`src/rtl/cprv_arb_pkg.sv`:
```
// cprv_arb_pkg: shared FSM/owner types, default widths and lane-index helpers
// for the instruction/data memory arbiter.
package cprv_arb_pkg;

  // Arbiter transaction phases.
  typedef enum logic [1:0] {
    IDLE  = 2'd0,
    ISSUE = 2'd1,
    RESP  = 2'd2
  } arb_state_t;

  // Which port issued the transaction currently in flight.
  typedef enum logic {
    OWN_INSTR = 1'b0,
    OWN_DATA  = 1'b1
  } arb_owner_t;

  // Default port widths of the core memory interface.
  localparam int unsigned CPRV_DATA_WIDTH  = 64;
  localparam int unsigned CPRV_ADDR_WIDTH  = 64;
  localparam int unsigned CPRV_INSTR_WIDTH = 32;

  // Lowest fetch-address bit of the instruction lane index: the byte offset
  // inside one instruction word sits below it.
  function automatic int unsigned lane_lsb(input int unsigned instr_width);
    return $clog2(instr_width / 8);
  endfunction

  // Number of instruction words packed in one memory word.
  function automatic int unsigned lane_count(input int unsigned data_width,
                                             input int unsigned instr_width);
    return data_width / instr_width;
  endfunction

  // Width of the lane index; kept at least one bit so the lane register
  // always exists even when a memory word holds a single instruction.
  function automatic int unsigned lane_bits(input int unsigned data_width,
                                            input int unsigned instr_width);
    int unsigned n;
    n = data_width / instr_width;
    return (n > 1) ? $clog2(n) : 1;
  endfunction

endpackage

```
`src/rtl/cprv_rr_arb2.sv`:
```
// cprv_rr_arb2: two-input round-robin grant. Bit 0 is the instruction port,
// bit 1 the data port. The pointer starts favouring the data port and, after
// every accepted grant, flips to favour the port that did not win.
module cprv_rr_arb2 (
  input  logic       clk,
  input  logic       rst_n_i,
  input  logic [1:0] req_i,
  input  logic       accept_i,
  output logic [1:0] gnt_o
);

  // 1 = data port wins a tie, 0 = instruction port wins a tie.
  logic ptr_q, ptr_d;

  // Grant selection and next pointer; a lone requester wins regardless of ptr.
  always_comb begin
    gnt_o = 2'b00;
    ptr_d = ptr_q;
    if (req_i[1] && (!req_i[0] || ptr_q)) begin
      gnt_o = 2'b10;
    end else if (req_i[0]) begin
      gnt_o = 2'b01;
    end
    if (accept_i) begin
      // Instruction won -> favour data next time, and vice versa.
      ptr_d = gnt_o[0];
    end
  end

  // Pointer register, reset to favour the data port.
  always_ff @(posedge clk) begin
    if (!rst_n_i) begin
      ptr_q <= 1'b1;
    end else begin
      ptr_q <= ptr_d;
    end
  end

endmodule

```
`src/rtl/cprv_mem_arbiter.sv`:
```
// cprv_mem_arbiter: shares one single-port valid/ready memory between the
// instruction-fetch port and the data port. One transaction at a time:
// IDLE (arbitrate/accept) -> ISSUE (present request) -> RESP (route response).
// Responses are passed through combinationally, never buffered.
// Build option: define CPRV_ARB_DATA_PRIO_EN for fixed data-port priority
// (removes the round-robin pointer); default is 2-way round robin.
module cprv_mem_arbiter
  import cprv_arb_pkg::*;
#(
  parameter int unsigned DATA_WIDTH  = CPRV_DATA_WIDTH,
  parameter int unsigned ADDR_WIDTH  = CPRV_ADDR_WIDTH,
  parameter int unsigned INSTR_WIDTH = CPRV_INSTR_WIDTH
) (
  input  logic                   clk,
  input  logic                   rst_n,
  // instruction fetch port
  input  logic                   i_req_valid,
  output logic                   i_req_ready,
  input  logic [ADDR_WIDTH-1:0]  i_req_addr,
  output logic                   i_rsp_valid,
  input  logic                   i_rsp_ready,
  output logic [INSTR_WIDTH-1:0] i_rsp_data,
  // data port
  input  logic                   d_req_valid,
  output logic                   d_req_ready,
  input  logic [ADDR_WIDTH-1:0]  d_req_addr,
  input  logic [DATA_WIDTH-1:0]  d_req_wdata,
  input  logic                   d_req_w_en,
  output logic                   d_rsp_valid,
  input  logic                   d_rsp_ready,
  output logic [DATA_WIDTH-1:0]  d_rsp_data,
  // memory port
  output logic                   m_req_valid,
  input  logic                   m_req_ready,
  output logic [ADDR_WIDTH-1:0]  m_req_addr,
  output logic [DATA_WIDTH-1:0]  m_req_wdata,
  output logic                   m_req_w_en,
  input  logic                   m_rsp_valid,
  output logic                   m_rsp_ready,
  input  logic [DATA_WIDTH-1:0]  m_rsp_data
);

  localparam int unsigned NUM_LANES = lane_count(DATA_WIDTH, INSTR_WIDTH);
  localparam int unsigned LANE_BITS = lane_bits(DATA_WIDTH, INSTR_WIDTH);
  localparam int unsigned LANE_LSB  = lane_lsb(INSTR_WIDTH);

  // Transaction context captured when a request is accepted.
  arb_state_t              state_q, state_d;
  arb_owner_t              owner_q, owner_d;
  logic [ADDR_WIDTH-1:0]   addr_q,  addr_d;
  logic [DATA_WIDTH-1:0]   wdata_q, wdata_d;
  logic                    w_en_q,  w_en_d;
  logic [LANE_BITS-1:0]    lane_q,  lane_d;

  // Arbitration: bit 0 = instruction port, bit 1 = data port.
  logic [1:0]              req_vec;
  logic [1:0]              gnt;
  logic                    req_accept;

  logic [LANE_BITS-1:0]    req_lane;
  logic [INSTR_WIDTH-1:0]  rsp_lanes [NUM_LANES];

  // Lane of the fetched instruction inside the memory word.
  generate
    if (NUM_LANES > 1) begin : g_lane_idx
      assign req_lane = i_req_addr[LANE_LSB +: LANE_BITS];
    end else begin : g_lane_single
      assign req_lane = '0;
    end
  endgenerate

  // Split the memory word into instruction-sized lanes.
  generate
    for (genvar gi = 0; gi < NUM_LANES; gi++) begin : g_lanes
      assign rsp_lanes[gi] = m_rsp_data[gi*INSTR_WIDTH +: INSTR_WIDTH];
    end
  endgenerate

  // Requests only compete while idle and out of reset.
  assign req_vec = ((state_q == IDLE) && rst_n) ? {d_req_valid, i_req_valid} : 2'b00;

`ifdef CPRV_ARB_DATA_PRIO_EN
  // Fixed priority: data port always wins a tie.
  assign gnt = {req_vec[1], req_vec[0] & ~req_vec[1]};
`else
  cprv_rr_arb2 u_rr_arb (
    .clk      (clk),
    .rst_n_i  (rst_n),
    .req_i    (req_vec),
    .accept_i (req_accept),
    .gnt_o    (gnt)
  );
`endif

  // A grant is only ever given to a valid requester, so any grant is a handshake.
  assign req_accept = |gnt;

  // Next-state, context capture and handshake outputs.
  always_comb begin
    state_d     = state_q;
    owner_d     = owner_q;
    addr_d      = addr_q;
    wdata_d     = wdata_q;
    w_en_d      = w_en_q;
    lane_d      = lane_q;
    i_req_ready = 1'b0;
    d_req_ready = 1'b0;
    m_req_valid = 1'b0;
    m_rsp_ready = 1'b0;
    i_rsp_valid = 1'b0;
    d_rsp_valid = 1'b0;

    case (state_q)
      IDLE: begin
        i_req_ready = gnt[0];
        d_req_ready = gnt[1];
        if (gnt[1]) begin
          owner_d = OWN_DATA;
          addr_d  = d_req_addr;
          wdata_d = d_req_wdata;
          w_en_d  = d_req_w_en;
          state_d = ISSUE;
        end else if (gnt[0]) begin
          // Fetches are always reads with no store data.
          owner_d = OWN_INSTR;
          addr_d  = i_req_addr;
          wdata_d = '0;
          w_en_d  = 1'b0;
          lane_d  = req_lane;
          state_d = ISSUE;
        end
      end

      ISSUE: begin
        m_req_valid = 1'b1;
        if (m_req_ready) begin
          state_d = RESP;
        end
      end

      RESP: begin
        // Backpressure from the owning port goes straight to memory.
        if (owner_q == OWN_DATA) begin
          d_rsp_valid = m_rsp_valid;
          m_rsp_ready = d_rsp_ready;
        end else begin
          i_rsp_valid = m_rsp_valid;
          m_rsp_ready = i_rsp_ready;
        end
        if (m_rsp_valid && m_rsp_ready) begin
          state_d = IDLE;
        end
      end

      default: begin
        state_d = IDLE;
      end
    endcase

    // Every handshake signal is held low while reset is asserted, even
    // before the registers have been cleared by the reset edge.
    if (!rst_n) begin
      i_req_ready = 1'b0;
      d_req_ready = 1'b0;
      m_req_valid = 1'b0;
      m_rsp_ready = 1'b0;
      i_rsp_valid = 1'b0;
      d_rsp_valid = 1'b0;
    end
  end

  // State and captured-context registers.
  always_ff @(posedge clk) begin
    if (!rst_n) begin
      state_q <= IDLE;
      owner_q <= OWN_INSTR;
      addr_q  <= '0;
      wdata_q <= '0;
      w_en_q  <= 1'b0;
      lane_q  <= '0;
    end else begin
      state_q <= state_d;
      owner_q <= owner_d;
      addr_q  <= addr_d;
      wdata_q <= wdata_d;
      w_en_q  <= w_en_d;
      lane_q  <= lane_d;
    end
  end

  // Memory request fields come from the captured context; zero in reset.
  assign m_req_addr  = rst_n ? addr_q  : '0;
  assign m_req_wdata = rst_n ? wdata_q : '0;
  assign m_req_w_en  = rst_n ? w_en_q  : 1'b0;

  // Response data is a pure pass-through; only valid is steered by owner.
  assign i_rsp_data = rsp_lanes[lane_q];
  assign d_rsp_data = m_rsp_data;

endmodule

```
`config.mk`:
```
export PLATFORM = sky130hd
export DESIGN_NAME = cprv_mem_arbiter
export DESIGN_NICKNAME = d
export VERILOG_FILES = /design/src/rtl/cprv_arb_pkg.sv /design/src/rtl/cprv_rr_arb2.sv /design/src/rtl/cprv_mem_arbiter.sv
export SDC_FILE = /design/constraint.sdc
export NUM_CORES = 1
export LEC_CHECK = 0
export BUFFER_PORTS_ARGS = -buffer_cell sky130_fd_sc_hd__buf_2
export CAP_MARGIN = 20
export CELL_PAD_IN_SITES_DETAIL_PLACEMENT = 1
export CELL_PAD_IN_SITES_GLOBAL_PLACEMENT = 1
export CORE_AREA = 2 2 193 195
export CTS_BUF_LIST = sky130_fd_sc_hd__clkbuf_8
export CTS_CLUSTER_SIZE = 28
export DETAILED_ROUTE_END_ITERATION = 16
export DIE_AREA = 0 0 195 197
export MAX_ROUTING_LAYER = met4
export PLACE_DENSITY = 0.71
export SLEW_MARGIN = 20
export SYNTH_ARGS = -nofsm -noshare
export SYNTH_HDL_FRONTEND = slang
export SYNTH_SLANG_ARGS = --single-unit
```
`constraint.sdc`:
```
create_clock -name clk -period 4.6 [get_ports clk]
set_input_delay 0.92 -clock clk [delete_from_list [all_inputs] [get_ports clk]]
set_output_delay 0.92 -clock clk [all_outputs]
set_load 0.03 [all_outputs]
```
; Word-level counts from Yosys, hierarchy flattened
; Cells that the tools add are included.
[word_totals]
wordCells = 63
input_bits = 265
output_inout_bits = 231
regBits = 134
[op_classes]
n_bitwise = 2
n_mux = 37
reduce_logical = 11
magnitude_cmp = 1
eq_ne = 5
[op_table]
columns = cell, count
row1 = $mux W64, 6
row2 = $mux W32, 3
row3 = $mux W1, 21
row4 = $mux W2, 6
row5 = $pmux W2 S3, 1
row6 = $reduce_and A3 Y1, 2
row7 = $ne A2 B2 Y1 const B, 2
row8 = $logic_and A1 B1 Y1, 3
row9 = $ne A3 B3 Y1 const B, 1
row10 = $eq A2 B1 Y1 const B, 1
row11 = $eq A2 B2 Y1 const B, 1
row12 = $ge A2 B2 Y1 const B, 1
row13 = $logic_not A2 Y1, 1
row14 = $not A1 Y2, 1
row15 = $reduce_and A2 Y1, 1
row16 = $reduce_bool A2 Y1, 1
row17 = $reduce_or A2 Y1, 1
row18 = $logic_not A1 Y1, 1
row19 = $logic_or A1 B1 Y1, 1
row20 = $not A1 Y1, 1

; Longest topological paths before layout
[logic_depth]
word_depth = 10
ltp_mapped = 6
ltp_nobuf = 4

; Modules after synthesis
; A second synthesis with hierarchy kept.
[unflattened]
cells_unflattened = 720
area_unflattened_um2 = 7178.1
[modules_own_cells]
columns = mod, area_per_inst_um2, instances, cells_per_inst, seq_area_each_um2
row1 = cprv_mem_arbiter, 7120.6, 1, 713, 2662.6
row2 = cprv_rr_arb2, 57.6, 1, 7, 20.0

; Worst setup path after synthesis
; Ideal clock, no wire load.
[synth_timing]
path_kind = input port to output port
start = input port rst_n
end = output port d_rsp_valid
cell_stages = 5
arrival_time_ns = 2.255
path_buffers = 3
path_slack_ns = 1.425
required_time_ns = 3.680
cell_sequence = buf_2 clkbuf_1 buf_2 nand2_1 nor3_1
[synth_between]
elab_chain_cells = 1
[synth_rtl]
columns = item, line
row1 = "start, declared", cprv_mem_arbiter.sv:15  ; input logic rst_n,
row2 = $mux W1, cprv_mem_arbiter.sv:162  ; if (!rst_n) begin
row3 = "end, declared", cprv_mem_arbiter.sv:29  ; output logic d_rsp_valid,
; No other way between the ends.

; Final worst setup path
[layout_timing]
start = input port rst_n
end = output port d_req_ready
[layout_between]
elab_chain_cells = 8
[layout_rtl]
columns = item, line
row1 = $logic_and A1 B1 Y1, cprv_mem_arbiter.sv:80  ; assign req_vec = ((state_q == IDLE) && rst_n) ? {d_req_valid, i_req_valid} : 2'b00;
row2 = $mux W2, cprv_mem_arbiter.sv:80
row3 = $logic_not A1 Y1, cprv_rr_arb2.sv:19  ; if (req_i[1] && (!req_i[0] || ptr_q)) begin
row4 = $logic_or A1 B1 Y1, cprv_rr_arb2.sv:19
row5 = $logic_and A1 B1 Y1, cprv_rr_arb2.sv:19
row6 = $mux W2, cprv_rr_arb2.sv:19
row7 = $mux W1, cprv_mem_arbiter.sv:113  ; case (state_q)
row8 = $mux W1 (*), cprv_mem_arbiter.sv:162
row9 = "end, declared", cprv_mem_arbiter.sv:25  ; output logic d_req_ready,
; Mark *: on every way between the ends. The rest lies on a longest branch, timed or not.

==> results.txt <==
- Fill cell count: 4463
- Clock sink total: 134
* Post-synthesis area per instance: slightly below 9 µm²
* Hold path endpoint: u_rr_arb.ptr_q$_SDFFE_PN1P_
* Fin. max-slew vios: 0
- The worst setup path is captured at an output pin.
- Data on the critical path is required at its endpoint by 3680 ps.
- By area the synthesized netlist is led by sky130_fd_sc_hd__dfxtp_1 (39%), sky130_fd_sc_hd__and2_1 (12%), sky130_fd_sc_hd__a22o_1 (8.2%), sky130_fd_sc_hd__buf_4 (7.1%), sky130_fd_sc_hd__nand3b_1 (7.0%).
* Post-Synthesis Cell Area: 6950 µm²
- Of the total synthesized cell area, the portion taken by full adders, half adders and majority gates is 0.
- Family with the most delay on the worst path: buffers and inverters
* Hold bufs inserted after CTS: 0
- Critical path fanouts, max: 40
- The largest single stage delay on the critical path is 340 ps.
- Post-synth EDFFs: 0
- Share of the clock period used by the worst path: 0.722
- Static timing analysis puts the maximum clock frequency at 0.301 GHz.
- Counting stages on the worst path, the most repeated cell is sky130_fd_sc_hd__buf_4.
- FF-to-FF End: addr_q[22]$_SDFFE_PN0P_
- Clock skew on the completed layout was measured at 13.8 ps.
- Met1 demand-to-capacity share in global routing: 0.188
- Crit path DAT: 2400 ps
- Leakage power total: 4.69 nW
* Ratio of cells with drive above 1 in the final layout: 0.492
* Number of placement rows: 70
- Setup slack on the critical path of the routed design comes to 1280 ps.
- Cell area power density: ~360 nW/µm²
* Final GP Congestion: 0.816
- Cell internal power was estimated by the tool at roughly 2.2 mW.
- Via count of the first global-routing pass: 7659
- Once placement finished, the instance area stood at 9300 µm².
* Primary flip-flop cell chosen by synthesis mapping: sky130_fd_sc_hd__dfxtp_1
* Critical Setup Path Class: input pin to output pin
- By area, the combinational part of the netlist is dominated by compound AO/OA/AOI/OAI gates.
- Antenna violations before repair: 8
- Switching portion of total power: 0.374
* Final-report setup violation count: 0
- Count of antenna-violating nets left after detailed routing: 0
- HPWL reported at the end of detailed placement: 23800 µm
- IR analysis of the VDD net gives a maximum drop of around 0.25 mV.
- Area leader, netlist: sky130_fd_sc_hd__dfxtp_1
* RSZ-0062 raised after global routing: no
- In this run, the number of DRC markers left after iteration 0 of detailed routing was 211.
- Post-CTS repair changed the size of 0 cells.
- Via count: 7477
* Global routing met2 resource utilization: 0.275
- Synth Net Count: 1055
- Counting cells, the worst reg-to-reg path comes to 5.
* Share of flip-flops with an asynchronous set or reset after synthesis: 0
- Type of the tightest min-delay check: flip-flop to flip-flop
- Of the total synthesized cell area, the portion taken by XOR and XNOR cells is 0.
- During placement, the flow inserted port buffers numbering just under 500.
- Post-CTS clock slew at the launch and capture registers of the worst setup and hold paths: 80 ps
- Starting density of the core: 0.192
* Pre-CTS WS: ~1200 ps
- Routed length per instance: 19.2 µm
* Most repeated cell in the gate-level netlist after synthesis: sky130_fd_sc_hd__dfxtp_1
- Overall track demand over capacity in global routing: 0.164
- Of the total synthesized cell area, the portion taken by AND, OR, NAND and NOR gates is 0.200.
* Total core area: ~36000 µm²
* # Post-CTS Setup Buffers: 0
- Global-route wire length before repair: 46400 µm
* # H-tree levels: 4
- After routing the design area is 9750 µm².
- Setup TNS Final: 0 ps
- Final net count: roughly 1400
* Compound-gate portion of the synthesized area: 0.236
- Using the TritonRoute via totals, the vias-per-cell ratio works out to 4.51.
- The share of total power dissipated in the clock network is 0.314.
* Net switching component of the power: 1.33 mW
- Counting both buffers and inverters, the worst setup path holds a total of 4.
- Startpoint of the worst-slack reg-to-reg timing path: state_q[1]$_SDFFE_PN0P_
* CTS Root Buffer Type: sky130_fd_sc_hd__clkbuf_8
- In this run the vertical extent of the chip is 197 µm.
- From synthesis to final layout, the design area changed by 40.2%.
- Sequential group share of total power: 0.381
* Number of max-capacitance violations reported: 0
- TritonCTS built the clock tree.
- The longest clock path from root to sink contains 2 buffers.
- Number of non-filler instances in the completed layout: 1658
- Outcome: complete, no violations
* Worst slew margin: 0.462
- During I/O placement, the number of pins put on the boundary was between 400 and 500.
* Routing layer with the top usage in global route: met2
- The share of synthesized area in the top cell type comes to 0.386.
* Portion of netlist area occupied by mux cells: 0.0565
* Logic pwr share: 0.305
- The worst setup path is launched from an input pin.
- In this run, CTS created clock tree buffers numbering 17.
- The worst register-to-register path has a setup slack of 2280 ps.
- Gate count after technology mapping: 790
- Counting instances, the worst hold path has a depth of 2.
* Commonest cells in the netlist: sky130_fd_sc_hd__dfxtp_1 (134), sky130_fd_sc_hd__and2_1 (130), sky130_fd_sc_hd__buf_4 (66)
* Crit path cell chain: buf_4, nor3b_4, buf_4, nand3b_1, inv_2, buf_2
- Met3 usage: 0.0520
* Aggregate global routing overflow: 0
- Entering global routing, the biggest net connects just under 100 pins.
* DRC violation count after routing: 0
* Sequential share of the synthesized area: 0.386
- The worst hold path begins at u_rr_arb.ptr_q$_SDFFE_PN1P_.
- During synthesis, Yosys emitted a total of 0 warnings.
* Number of placed cells counting well taps: roughly 1600
- Number of flip-flops and latches in the synthesized netlist: 134
- The netlist uses 27 different library cells.
- Among all stages on the critical path, the largest delay is contributed by sky130_fd_sc_hd__buf_4.
- Slew of the pin with the lowest slew margin: 808 ps
* Horizontal extent of the die: 195 µm
* Min cycle time layout: 3320 ps
* Iteration count of the initial detailed-routing pass: 5
- Fin. Hold Viols: 0
* Clk Latency, worst-skew pair: 470 ps
- Total die area: between 30000 and 40000 µm²
- Wires add up to 31800 µm.
==> cells by family after synthesis <==
family / after synthesis
flops: 134
buf+inv: 151
compound gates: 260
simple gates: 210
mux: 35
==> layer usage <==
metal	vias to the layer above	wire length (µm)	part of all wire
li1	3531	-	-
met5	-	0	0
met3	26	2470	0.078
met4	0	525	0.017
met2	335	15700	0.49
met1	3585	13100	0.41
==> how the worst max path moves through the flow <==
stage	from	end	slack, ps	depth (start not counted)
finish	rst_n	d_req_ready	1280	6
global route	rst_n	d_req_ready	1130	6
CTS	rst_n	d_req_ready	1210	6
detailed placement	rst_n	d_req_ready	1210	6
global placement	rst_n	d_req_ready	1220	6
floorplan	rst_n	d_rsp_valid	1420	5
==> layout by cell type (no fill, tap or decap), types with 7 or more instances in the layout <==
| cell type | Yosys | final |
|---|---|---|
| sky130_fd_sc_hd__a21oi_1 | 64 | 64 |
| sky130_fd_sc_hd__a22o_1 | 65 | 65 |
| sky130_fd_sc_hd__a31oi_1 | 64 | 64 |
| sky130_fd_sc_hd__and2_1 | 130 | 129 |
| sky130_fd_sc_hd__buf_2 | 30 | 494 |
| sky130_fd_sc_hd__buf_4 | 66 | 11 |
| sky130_fd_sc_hd__clkbuf_8 | 0 | 18 |
| sky130_fd_sc_hd__dfxtp_1 | 134 | 133 |
| sky130_fd_sc_hd__diode_2 | 0 | 7 |
| sky130_fd_sc_hd__mux2_2 | 34 | 34 |
| sky130_fd_sc_hd__nand3b_1 | 65 | 65 |
| sky130_fd_sc_hd__o21ai_0 | 53 | 53 |
| sky130_fd_sc_hd__o21ai_1 | 11 | 11 |
==> power by group through the flow <==
stage | combinational (mW) | clock (mW) | sequential [mW]
floorplan | 0.761 | 0 | 1.36
global placement | 1.08 | 0 | 1.38
detailed placement | 1.09 | 0 | 1.38
CTS | 1.10 | 1.17 | 1.36
global route | 1.17 | 1.21 | 1.37
finish | 1.09 | 1.12 | 1.36
==> worst register-to-register path: stages (launching register included) <==
cell and delay (ps):
sky130_fd_sc_hd__dfxtp_1 390, sky130_fd_sc_hd__nor3b_4 200, sky130_fd_sc_hd__buf_4 310, sky130_fd_sc_hd__and2_2 670, sky130_fd_sc_hd__buf_4 460, sky130_fd_sc_hd__a31oi_1 160
==> sequential cells by signal, summed over array words and instances (netlist names) <==
register        flops
addr_q             64
wdata_q            64
state_q             2
lane_q              1
owner_q             1
u_rr_arb.ptr_q      1
w_en_q              1
==> per-stage QoR <==
| stage | power, mW | utilization | hold WS [ps] |
|---|---|---|---|
| global route | 3.75 | 0.269 | 533 |
| global placement | 2.45 | 0.257 | 486 |
| detailed placement | 2.48 | 0.257 | 498 |
| CTS | 3.62 | 0.268 | 513 |
| finish | 3.56 | 0.269 | 508 |
| floorplan | 2.12 | - | 441 |
==> cell type report <==
class / instances / area, µm² / share of cell area
multi-input cells: 505 / 3440 / 0.353
flip-flops and latches: 134 / 2680 / 0.275
repair buffers: 506 / 2570 / 0.264
well taps: 468 / 586 / 0.0601
clock buffers: 18 / 248 / 0.0254
clock inverters: 14 / 178 / 0.0182
inverters: 6 / 22.5 / 0.00231
diodes: 7 / 17.5 / 0.00180
(Power assumes the default switching activity.)
